==> config.mk <==
export PLATFORM = sky130hd
export DESIGN_NAME = mem_port_arbiter
export DESIGN_NICKNAME = d
export VERILOG_FILES = /design/src/rtl/cpu_pkg.sv /design/src/rtl/mem_lat_counter.sv /design/src/rtl/mem_port_arbiter.sv
export SDC_FILE = /design/constraint.sdc
export NUM_CORES = 1
export LEC_CHECK = 0
export BUFFER_PORTS_ARGS = -buffer_cell sky130_fd_sc_hd__buf_4
export CORE_MARGIN = 1
export CORE_UTILIZATION = 25
export CTS_BUF_LIST = sky130_fd_sc_hd__clkbuf_16
export CTS_CLUSTER_DIAMETER = 100
export DETAILED_ROUTE_END_ITERATION = 10
export GPL_TIMING_DRIVEN = 0
export PLACE_DENSITY = 0.56
export SLEW_MARGIN = 10
export SYNTH_ARGS = -nofsm -noshare
export SYNTH_HDL_FRONTEND = slang
export SYNTH_SLANG_ARGS = --single-unit
==> constraint.sdc <==
create_clock -name clk -period 1.9 [get_ports clk]
set_input_delay 0.095 -clock clk [delete_from_list [all_inputs] [get_ports clk]]
set_output_delay 0.095 -clock clk [all_outputs]
set_load 0.01 [all_outputs]
==> src/rtl/cpu_pkg.sv <==
// Shared encodings and defaults for the memory port arbiter.
package cpu_pkg;

  typedef enum logic [1:0] {
    IDLE = 2'd0,
    BUSY = 2'd1,
    DONE = 2'd2
  } state_t;

  typedef enum logic {
    OWN_IF = 1'b0,
    OWN_D  = 1'b1
  } owner_t;

  localparam int DEF_MEM_LAT    = 4;
  localparam int DEF_STARVE_MAX = 3;

  // Width of the latency counter: it only has to hold MEM_LAT-1, but never
  // collapse to zero bits when MEM_LAT is 1.
  function automatic int cnt_width(input int lat);
    return (lat > 1) ? $clog2(lat) : 1;
  endfunction

endpackage

==> src/rtl/mem_lat_counter.sv <==
// Loadable down-counter that times the fixed memory latency of one access.
module mem_lat_counter #(
  parameter int CNT_W = 2
) (
  input  logic             clk,
  input  logic             rst,
  input  logic             load_i,
  input  logic [CNT_W-1:0] load_val_i,
  input  logic             dec_i,
  output logic             zero_o
);

  logic [CNT_W-1:0] cnt_q, cnt_d;

  // Load has priority; decrement stops at zero so the flag stays stable.
  always_comb begin
    cnt_d = cnt_q;
    if (load_i) begin
      cnt_d = load_val_i;
    end else if (dec_i && (cnt_q != '0)) begin
      cnt_d = cnt_q - 1'b1;
    end
  end

  // Counter register.
  always_ff @(posedge clk or posedge rst) begin
    if (rst) begin
      cnt_q <= '0;
    end else begin
      cnt_q <= cnt_d;
    end
  end

  assign zero_o = (cnt_q == '0);

endmodule

==> src/rtl/mem_port_arbiter.sv <==
// Shares one multi-cycle single-ported memory between instruction fetch and
// the load/store path. Each access is a fixed IDLE -> BUSY(MEM_LAT) -> DONE
// transaction; data wins ties unless fetch has been starved STARVE_MAX times.
module mem_port_arbiter
  import cpu_pkg::*;
#(
  parameter int ADDR_W     = 16,
  parameter int DATA_W     = 16,
  parameter int MEM_LAT    = DEF_MEM_LAT,
  parameter int STARVE_MAX = DEF_STARVE_MAX
) (
  input  logic              clk,
  input  logic              rst,
  input  logic              if_req,
  input  logic [ADDR_W-1:0] if_addr,
  output logic [DATA_W-1:0] if_rdata,
  output logic              if_done,
  output logic              if_stall,
  input  logic              d_req,
  input  logic              d_wr,
  input  logic [ADDR_W-1:0] d_addr,
  input  logic [DATA_W-1:0] d_wdata,
  output logic [DATA_W-1:0] d_rdata,
  output logic              d_done,
  output logic              d_stall,
  output logic              mem_enable,
  output logic              mem_wr,
  output logic [ADDR_W-1:0] mem_addr,
  output logic [DATA_W-1:0] mem_data_in,
  input  logic [DATA_W-1:0] mem_data_out
);

  localparam int CNT_W = cnt_width(MEM_LAT);
  localparam int STV_W = (STARVE_MAX > 0) ? $clog2(STARVE_MAX + 1) : 1;
  localparam logic [CNT_W-1:0] LAT_LOAD = CNT_W'(MEM_LAT - 1);
  localparam logic [STV_W-1:0] STV_SAT  = STV_W'(STARVE_MAX);

  state_t            state_q, state_d;
  owner_t            owner_q, owner_d;
  logic [ADDR_W-1:0] addr_q, addr_d;
  logic [DATA_W-1:0] wdata_q, wdata_d;
  logic              wr_q, wr_d;
  logic [DATA_W-1:0] if_rdata_q, if_rdata_d;
  logic [DATA_W-1:0] d_rdata_q, d_rdata_d;
  logic [STV_W-1:0]  starve_q, starve_d;

  logic cnt_load, cnt_dec, cnt_zero;
  logic pick_d;

  mem_lat_counter #(
    .CNT_W(CNT_W)
  ) u_lat_cnt (
    .clk       (clk),
    .rst       (rst),
    .load_i    (cnt_load),
    .load_val_i(LAT_LOAD),
    .dec_i     (cnt_dec),
    .zero_o    (cnt_zero)
  );

  // Data wins unless fetch is also waiting and has hit the starvation limit.
  assign pick_d = d_req & ~(if_req & (starve_q == STV_SAT));

  // Next-state, grant latching, read capture and starvation bookkeeping.
  always_comb begin
    state_d    = state_q;
    owner_d    = owner_q;
    addr_d     = addr_q;
    wdata_d    = wdata_q;
    wr_d       = wr_q;
    if_rdata_d = if_rdata_q;
    d_rdata_d  = d_rdata_q;
    starve_d   = starve_q;
    cnt_load   = 1'b0;
    cnt_dec    = 1'b0;
    unique case (state_q)
      IDLE: begin
        if (if_req || d_req) begin
          cnt_load = 1'b1;
          state_d  = BUSY;
          if (pick_d) begin
            owner_d = OWN_D;
            addr_d  = d_addr;
            wdata_d = d_wdata;
            wr_d    = d_wr;
            if (!if_req) begin
              starve_d = '0;
            end else if (starve_q != STV_SAT) begin
              starve_d = starve_q + 1'b1;
            end
          end else begin
            owner_d  = OWN_IF;
            addr_d   = if_addr;
            wdata_d  = '0;
            wr_d     = 1'b0;
            starve_d = '0;
          end
        end
      end
      BUSY: begin
        cnt_dec = 1'b1;
        if (cnt_zero) begin
          state_d = DONE;
          if (!wr_q) begin
            if (owner_q == OWN_D) d_rdata_d  = mem_data_out;
            else                  if_rdata_d = mem_data_out;
          end
        end
      end
      DONE: begin
        state_d = IDLE;
      end
      default: begin
        state_d = IDLE;
      end
    endcase
  end

  // State and datapath registers; reset discards any in-flight access.
  always_ff @(posedge clk or posedge rst) begin
    if (rst) begin
      state_q    <= IDLE;
      owner_q    <= OWN_IF;
      addr_q     <= '0;
      wdata_q    <= '0;
      wr_q       <= 1'b0;
      if_rdata_q <= '0;
      d_rdata_q  <= '0;
      starve_q   <= '0;
    end else begin
      state_q    <= state_d;
      owner_q    <= owner_d;
      addr_q     <= addr_d;
      wdata_q    <= wdata_d;
      wr_q       <= wr_d;
      if_rdata_q <= if_rdata_d;
      d_rdata_q  <= d_rdata_d;
      starve_q   <= starve_d;
    end
  end

  // Memory pins: write strobe is qualified by the busy phase so it can never
  // appear without enable.
  assign mem_enable  = (state_q == BUSY);
  assign mem_wr      = (state_q == BUSY) & wr_q;
  assign mem_addr    = addr_q;
  assign mem_data_in = wdata_q;

  assign if_done  = (state_q == DONE) & (owner_q == OWN_IF);
  assign d_done   = (state_q == DONE) & (owner_q == OWN_D);
  assign if_rdata = if_rdata_q;
  assign d_rdata  = d_rdata_q;

  // Stalls hold the requester until its completion pulse; forced low in reset.
  assign if_stall = if_req & ~if_done & ~rst;
  assign d_stall  = d_req & ~d_done & ~rst;

endmodule

==> impl_metrics.ini <==
[clock_tree]
clkSlewWorstSetupHoldPaths_ps = 60
clk_latency_ps = 330
h-tree-depth = 3
numCtsBuffers = 9
cts_num_sinks = 72
cts.path.max_buffers = 2
cts_tree = built
cts_root_buf = clkbuf_16

[power]
total_power_w = 0.007418
irDropWorstVdd_mv = 0.5495
power_density_nw_per_um2 = 1501
p_leak_nw = 2.400

[sta]
fin_crit_ps = 1746
rsz0062_at_grt = false
worst_slack_ps = 154.5
max_freq_ghz = 0.5729
hold_viol = 0
max_slew_margin_pct = 64.95
drv_slew = 0
hold_ws_ps = 14.14
clock_skew_ps = 9.034
finalSetupViolCount = 0
tightest_slew_ps = 524.7
post-route-period-util_pct = 91.87

[logic_synthesis]
syn_nets = 263
synth_area_per_cell_um2 = 15.87
ys_types = 28
syn_inst = 192
syn-cell-area_um2 = 3047
yosys.area.top_type = dfrtp_1
yosysWarnings = 0
synthTopCellsByArea = dfrtp_1, mux2_2, mux2_4, a22o_1, buf_6
ys_seq_area_share_pct = 59.14
yosysTopAreaCellShare_pct = 59.14
ys_seq_elements = 72

[setup_path]
ff2ff_path_depth = 5
worst_ep_required_time_ps = 2110
start_kind = flop
cp_max_fo = 8
cpMostUsedCell = mux2_2
crit_chain = ha_1 > a21boi_4 > buf_4 > mux2_2 > mux2_2
critical_path_class = flop to flop
crit_arrival_ps = 1950
cpPeakStageDelay_ps = 390
crit_start = starve_q[0]
end_kind = flop
cp_slowest_cell = dfrtp_1
ff2ff_setup_slack_ps = 150
crit_end = mem_addr[7]
rr_endpoint = mem_addr[7]
r2r_start = starve_q[0]

[drt]
drc = 0
wl_per_cell_um = 13.83
dr_total_vias = 2248
drt_first_pass_iters = 4
vias_per_cell = 4.274
drt_iter0_drc = 51
finalWirelength_mm = 7.276
ant_nets = 0

[min_path]
holdPathStages = 2
worstHoldStart = mem_data_out[11]
min_path_type = primary input to flop

[global_routing]
grtUsageTotal_pct = 12.17
grt_pass1_vias = 2364
globalRouteOverflowTotal = 0
grt_max_degree = 27
antenna_found_initial = 0
grt_pass1_wl_mm = 11.93

[layout]
final_nets = 450
fin_util_pct = 42.39
nFillCells = 1088
antenna_cells = 0
drive_above_1_share_pct = 62.14
area_growth_pct = 62.26

[die]
initial_core_util_pct = 26.12
die_w_um = 112.4
rows = 39
core_um2 = 11660
ioPinCount = 139
die_area_um2 = 12630
fp.dieH_um = 112.4

[place]
dp_slack_ps = -174.5
gp_congestion = 0.7041
port_buffers = 138
dp_hpwl_mm = 5.197

[job]
max_cap_viol_count = 0

[run_status]
outcome = finished, final reports clean
[worst min-delay path by stage]
stage | slack, ps | endpoint
final | 10 | d_rdata[11]
after global routing | 10 | d_rdata[11]
after CTS | 1 | d_rdata[11]
after detailed placement | 190 | mem_addr[2]
after global placement | 310 | mem_data_in[2]
after floorplan | 230 | mem_data_in[0]
[synthesized netlist by cell type]
| library cell | instances |
|---|---|
| clkbuf_1 | 1 |
| inv_1 | 4 |
| nor3b_1 | 2 |
| and3b_2 | 1 |
| buf_6 | 3 |
| and2_2 | 2 |
| nand4b_4 | 1 |
| a2111oi_4 | 1 |
| a22o_1 | 17 |
| nand2_1 | 3 |
| and3_1 | 1 |
| nor3_1 | 1 |
| xnor2_1 | 1 |
| a21o_1 | 2 |
| o211ai_1 | 1 |
| buf_2 | 4 |
| and4_1 | 1 |
| mux2_2 | 55 |
| nor2b_4 | 1 |
| or3b_2 | 1 |
| dfrtp_1 | 72 |
| o21ai_0 | 1 |
| ha_1 | 2 |
| and4bb_1 | 1 |
| buf_12 | 1 |
| a21boi_2 | 1 |
| nor2_1 | 1 |
| mux2_4 | 10 |
[logic make-up (layout without fill, tap and decap cells)]
logic type / Yosys count / after routing / synth area share, %
flip-flops: 72 / 72 / 59.14
multiplexers: 65 / 65 / 25.26
AO/OA/AOI/OAI: 23 / 23 / 7.063
AND/OR/NAND/NOR: 16 / 16 / 4.394
buffers and inverters: 13 / 204 / 3.039
adder cells (fa/ha/maj): 2 / 2 / 0.8212
XOR/XNOR: 1 / 1 / 0.2875
[sequential cells by signal (all words and copies together), names as in the netlist]
| register | flops |
|---|---|
| if_rdata | 16 |
| owner_q | 1 |
| wr_q | 1 |
| mem_addr | 16 |
| starve_q | 2 |
| state_q | 2 |
| d_rdata | 16 |
| u_lat_cnt.cnt_q | 2 |
| mem_data_in | 16 |
[report_power, final]
group	internal, W	leakage (nW)	switching, W
Clock	0.000992	0.144	0.000607
Sequential	0.00227	0.873	0.000436
Combinational	0.00189	1.38	0.00122
Total	0.00516	2.40	0.00226
[layout by cell type, fill, tap and decap left out, types with 2 or more instances in the layout]
cell type,instances
inv_1,4
dlygate4sd3_1,33
ha_1,2
clkinv_2,3
buf_12,3
nand2_1,3
dfrtp_1,72
a22o_1,17
and2_2,2
buf_4,141
a21o_1,2
mux2_4,10
nor3b_1,2
buf_6,3
clkbuf_16,9
buf_2,4
mux2_2,55
[critical path, delay by kind of cell (launching register included)]
kind	cells	cell delay, ps
compound gates	1	170
fa+ha+maj	1	270
buf+inv	1	190
flops	1	390
mux	2	610
[layout make-up]
| type | count | area [µm²] | area share (%) |
|---|---|---|---|
| plain buffers | 9 | 77.57 | 1.569 |
| clock buffers | 9 | 225.2 | 4.556 |
| well taps | 143 | 178.9 | 3.619 |
| inverters | 4 | 18.77 | 0.3797 |
| multi-input cells | 107 | 1160 | 23.46 |
| flip-flops and latches | 72 | 1802 | 36.45 |
| repair buffers | 176 | 1429 | 28.90 |
| clock inverters | 6 | 52.55 | 1.063 |
[layer usage]
metal  vias up  GRT usage (%)  part of all wire [%]
met1      1095          15.09                    44
met4         0          5.244                   1.5
li1       1072              -                     -
met2        72          19.50                    49
met5         -              0                     0
met3         9          3.888                   5.7
[metrics by stage]
step / TNS (ps) / cell area, µm² / std cells
global route: 0 / 4943 / 526
global placement: -1156 / 4265 / 473
detailed placement: -1302 / 4305 / 475
floorplan: 0 / 3050 / 192
CTS: 0 / 4928 / 524
finish: 0 / 4943 / 526
[what timing repair did]
item / in CTS / in global routing
endpoints found under the hold margin: 58 / 0
gates resized for setup: 1 / 0
pin swaps: 2 / 1
hold buffers: 33 / 0
endpoints found under the setup margin: 11 / 9
buffers inserted: 1 / 2
(Power assumes the default switching activity.)
